--- config.mk ---
export PLATFORM = sky130hd
export DESIGN_NAME = ram_port_arbiter
export DESIGN_NICKNAME = d
export VERILOG_FILES = /design/src/rtl/ram_arb_pkg.sv /design/src/rtl/arb_pick.sv /design/src/rtl/ram_port_arbiter.sv
export SDC_FILE = /design/constraint.sdc
export NUM_CORES = 1
export LEC_CHECK = 0
export ABC_CLOCK_PERIOD_IN_PS = 4200
export CAP_MARGIN = 20
export CORE_MARGIN = 1.5
export CORE_UTILIZATION = 46
export CTS_BUF_LIST = sky130_fd_sc_hd__clkbuf_8
export DETAILED_ROUTE_END_ITERATION = 16
export PLACE_DENSITY_LB_ADDON = 0.1
export SYNTH_ARGS = -nofsm -noshare
export SYNTH_HDL_FRONTEND = slang
export SYNTH_SLANG_ARGS = --single-unit
--- constraint.sdc ---
create_clock -name clk -period 4.2 [get_ports clk]
set_input_delay 0.84 -clock clk [delete_from_list [all_inputs] [get_ports clk]]
set_output_delay 0.84 -clock clk [all_outputs]
set_load 0.02 [all_outputs]
--- src/rtl/ram_arb_pkg.sv ---
// ram_arb_pkg: FSM state encoding and requester IDs shared by the RAM port arbiter.
// Revision: 1.0
`default_nettype none

package ram_arb_pkg;

  typedef enum logic [1:0] {
    IDLE    = 2'd0,
    ISSUE   = 2'd1,
    CAPTURE = 2'd2,
    DONE    = 2'd3
  } state_t;

  localparam logic REQ_CPU = 1'b0;
  localparam logic REQ_LDR = 1'b1;

endpackage

`default_nettype wire

--- src/rtl/arb_pick.sv ---
// arb_pick: combinational winner select for two requesters; round-robin when ARB_ROUND_ROBIN_EN is defined.
// Revision: 1.0
`default_nettype none

module arb_pick
  import ram_arb_pkg::*;
(
  input  logic req0,
  input  logic req1,
  input  logic last,
  output logic winner
);

`ifdef ARB_ROUND_ROBIN_EN
  // A tie goes to whoever was not granted last; a lone request always wins.
  always_comb begin
    winner = REQ_CPU;
    if (req0 && req1) begin
      winner = ~last;
    end else if (req1) begin
      winner = REQ_LDR;
    end
  end
`else
  logic unused_last;
  assign unused_last = last;

  always_comb begin
    winner = REQ_CPU;
    if (!req0 && req1) begin
      winner = REQ_LDR;
    end
  end
`endif

endmodule

`default_nettype wire

--- src/rtl/ram_port_arbiter.sv ---
// ram_port_arbiter: req/ack arbiter sharing the single-port 16x4 data RAM between CPU and loader.
// Revision: 1.0 -- optional round-robin via ARB_ROUND_ROBIN_EN (fixed priority otherwise).
`default_nettype none

module ram_port_arbiter
  import ram_arb_pkg::*;
#(
  parameter int DATA_WIDTH = 4,
  parameter int ADDR_WIDTH = 4
) (
  input  logic                  clk,
  input  logic                  rst,

  input  logic                  r0_req,
  input  logic                  r0_rw,
  input  logic [ADDR_WIDTH-1:0] r0_addr,
  input  logic [DATA_WIDTH-1:0] r0_wdata,
  output logic                  r0_ack,
  output logic [DATA_WIDTH-1:0] r0_rdata,

  input  logic                  r1_req,
  input  logic                  r1_rw,
  input  logic [ADDR_WIDTH-1:0] r1_addr,
  input  logic [DATA_WIDTH-1:0] r1_wdata,
  output logic                  r1_ack,
  output logic [DATA_WIDTH-1:0] r1_rdata,

  output logic                  mem_rw,
  output logic [ADDR_WIDTH-1:0] mem_addr,
  output logic [DATA_WIDTH-1:0] mem_datain,
  input  logic [DATA_WIDTH-1:0] mem_dataout
);

  state_t state;
  logic   grant;
  logic   is_write;
  logic   last;
  logic   winner;

  arb_pick u_pick (
    .req0   (r0_req),
    .req1   (r1_req),
    .last   (last),
    .winner (winner)
  );

`ifdef ARB_ROUND_ROBIN_EN
  always_ff @(posedge clk) begin
    if (rst) begin
      last <= REQ_LDR;
    end else if (state == IDLE && (r0_req || r1_req)) begin
      last <= winner;
    end
  end
`else
  assign last = REQ_LDR;
`endif

  always_ff @(posedge clk) begin
    if (rst) begin
      state      <= IDLE;
      grant      <= REQ_CPU;
      is_write   <= 1'b0;
      mem_rw     <= 1'b0;
      mem_addr   <= '0;
      mem_datain <= '0;
      r0_ack     <= 1'b0;
      r1_ack     <= 1'b0;
      r0_rdata   <= '0;
      r1_rdata   <= '0;
    end else begin
      case (state)
        IDLE: begin
          if (r0_req || r1_req) begin
            grant <= winner;
            if (winner == REQ_LDR) begin
              is_write   <= r1_rw;
              mem_rw     <= r1_rw;
              mem_addr   <= r1_addr;
              mem_datain <= r1_wdata;
            end else begin
              is_write   <= r0_rw;
              mem_rw     <= r0_rw;
              mem_addr   <= r0_addr;
              mem_datain <= r0_wdata;
            end
            state <= ISSUE;
          end
        end
        ISSUE: begin
          // The RAM commits a write on this edge; the strobe must not outlive it.
          mem_rw <= 1'b0;
          state  <= CAPTURE;
        end
        CAPTURE: begin
          if (grant == REQ_LDR) begin
            r1_ack <= 1'b1;
            if (!is_write) r1_rdata <= mem_dataout;
          end else begin
            r0_ack <= 1'b1;
            if (!is_write) r0_rdata <= mem_dataout;
          end
          state <= DONE;
        end
        DONE: begin
          r0_ack <= 1'b0;
          r1_ack <= 1'b0;
          state  <= IDLE;
        end
        default: begin
          state <= IDLE;
        end
      endcase
    end
  end

endmodule

`default_nettype wire

==> impl_metrics.tcl <==
set metrics [dict create \
    status "complete, no violations" \
    hold_start "r1_ack" \
    clock-sinks 23 \
    intPower_mw 0.524 \
    crit_family "buffers and inverters" \
    pwr-share-seq_pct 38.6 \
    cts.clk_slew.worst_paths_ns 0.08 \
    top_layer_used "met4" \
    yosys_warnings 0 \
    synth_cells 105 \
    post_cts_resized 0 \
    powerDensity_mw_per_mm2 548 \
    vias_per_cell 5.13 \
    placed_area_mm2 0.00147 \
    clkPwrFrac_pct 16.1 \
    max-cap-violations 0 \
    synth.area.top_cells "dfxtp_1, mux2i_1, ha_1" \
    critPathMaxFanout 9 \
    grt_pass1_vias 899 \
    clock.fmax_ghz 0.457 \
    avgSynthCellArea_um2 9.74 \
    cts-htree-levels 1 \
    grt_pass1_wl_um 3930 \
    antenna_found_initial 0 \
    arrival_ns 2.30 \
    dieArea_mm2 0.00251 \
    finalSetupViolations 0 \
    synth_fp_nets 136 \
    finalHoldViolations 0 \
    synth_area_mm2 0.00102 \
    ant_nets 0 \
    root_buffer "clkbuf_8" \
    crit_path_max_incr_delay_ns 0.54 \
    first_pass_iters 4 \
    area_growth_pct 48.5 \
    final_core_util_pct 75.1 \
    power_mw 0.831 \
    grt_overflow 0 \
    crit_path_start "r0_req" \
    diodes 0 \
    required_ns 4.31 \
    grt_setup_unrepaired "no" \
    grt_max_degree 21 \
    critPathLaunchType "input pin" \
    ctsHoldBuffers 0 \
    endpoint_kind "flip-flop" \
    switching_share_pct 36.9 \
    cts_buffers 3 \
    tightest_slew_ns 0.687 \
    yosysTopAreaCell "dfxtp_1" \
    die_h_um 50.1 \
    wl_met1_um 996 \
    wirelength_um 2480 \
    comb_power_share_pct 45.2 \
    clock_latency_ns 0.26 \
    path_class "in -> reg" \
    cp_num_buf_inv 1 \
    synth_cell_types 25 \
    cp_cell_sequence "clkdlybuf4s50_1 -> nand2b_1 -> mux2i_1 -> a21oi_1" \
    port_buffers 44 \
    critPathSlowestCell "clkdlybuf4s50_1" \
    relSlewSlack_pct 54.2 \
    vias 898 \
    fin_skew_ns 0.00264 \
    core_mm2 0.00202 \
    gp_congestion 0.762 \
    hpwlAfterDp_um 1820 \
    synth.most_common_cell "dfxtp_1" \
    die_w_um 50.1 \
    p_leak_nw 0.647 \
    drt_first_iter_violations 2 \
    drive_gt1_share_pct 4.73 \
    yosys-top-cells-count "dfxtp_1, mux2i_1, nor2_1, a21oi_1, inv_1" \
    final_nets 180 \
    io_pins 45 \
    hold_class "reg -> reg" \
    r2r-start "state[0]" \
    synthArstFlopShare_pct 0 \
    synth_top_cell_area_share_pct 45.0 \
    final_cell_area_mm2 0.00152 \
    ir_drop_mv 0.443 \
    drcViolationCount 0 \
    track_usage_pct 20.7 \
    dr_wl_met2_um 1330 \
    fin_crit_ns 2.19 \
    row_count 16 \
    cts_tree "done" \
    finalCritPeriodShare_pct 52.1 \
    synth_seq_area_share_pct 45.0 \
    synth-main-ff-cell "dfxtp_1" \
    synth-edff-count 0 \
    cts_setup_buffers 0 \
    slew_viol_final 0 \
    yosys_register_bits 23 \
    cts_buffer_depth 2 \
    dp_slack_ns 1.78 \
    layout_setup_ws_ns 2.01 \
    setup_tns_ns 0 \
    p_sw_mw 0.307 \
    start_util_pct 50.6 \
    route.detailed.wl_per_inst_um 14.1 \
    wl_met3_um 115 \
]
==> routing by layer <==
metal,track usage [%],vias up
li1,-,450
met1,20.3,420
met2,41.4,26
met3,6.85,2
met4,3.70,0
met5,0,-
==> worst min-delay path, stage by stage, from the launching register on <==
cell and delay (ns):
dfxtp_1 0.32, o21ai_0 0.07, a21oi_1 0.06
==> layout make-up <==
type,count,area [um^2]
Sequential cell,23,460
Fill cell,151,504
Tap cell,27,33.8
Clock inverter,1,3.75
Timing Repair Buffer,44,440
Inverter,6,22.5
Clock buffer,3,41.3
Multi-Input combinational cell,71,515
==> worst paths after layout <==
path,endpoint,slack (ns),cells after the start
worst max register to register,mem_rw,2.47,5
worst max-delay path,mem_datain[1],2.01,4
worst min-delay path,r1_ack,0.49,2
worst min register to register,r1_ack,0.49,2
==> stage by stage <==
| step | std cells | hold slack, ns |
|---|---|---|
| floorplan | 105 | 0.488 |
| global placement | 171 | 0.457 |
| detailed placement | 171 | 0.473 |
| CTS | 175 | 0.484 |
| global route | 175 | 0.511 |
| finish | 175 | 0.485 |
==> placed cells by master (no fill, tap or decap) <==
master,n
inv_1,7
nor2_1,14
a21bo_2,1
nand3b_1,1
clkdlybuf4s50_1,44
o21a_1,1
a211oi_2,1
nand3_1,1
dfxtp_1,23
nor2b_1,1
o21ai_1,4
a22oi_1,1
a21o_1,1
a21oi_1,9
clkbuf_8,3
o21ai_0,3
nand2_1,2
or3b_4,1
ha_1,5
nand2b_1,1
a211oi_1,4
mux2i_1,17
nor3b_4,1
o22ai_1,2
==> cells by family after synthesis <==
logic type / Yosys count / synth area share (%)
adders and majority gates: 5 / 6.12
buffers and inverters: 11 / 4.53
DFF: 23 / 45.0
muxes: 17 / 16.6
AOI/OAI and AO/OA: 27 / 16.4
and+or+nand+nor: 22 / 11.3
==> sequential cells by signal, summed over array words and instances, names as in the netlist <==
register / count
r1_rdata: 4
mem_datain: 4
grant: 1
is_write: 1
mem_rw: 1
r1_ack: 1
r0_ack: 1
r0_rdata: 4
mem_addr: 4
state: 2
==> power by group through the flow <==
| stage | clock network (mW) | logic [mW] | registers (mW) |
|---|---|---|---|
| floorplan | 0 | 0.182 | 0.372 |
| global placement | 0 | 0.360 | 0.321 |
| detailed placement | 0 | 0.374 | 0.325 |
| CTS | 0.136 | 0.378 | 0.321 |
| global route | 0.148 | 0.413 | 0.329 |
| finish | 0.134 | 0.376 | 0.321 |
Power figures use the tool's default switching activity.
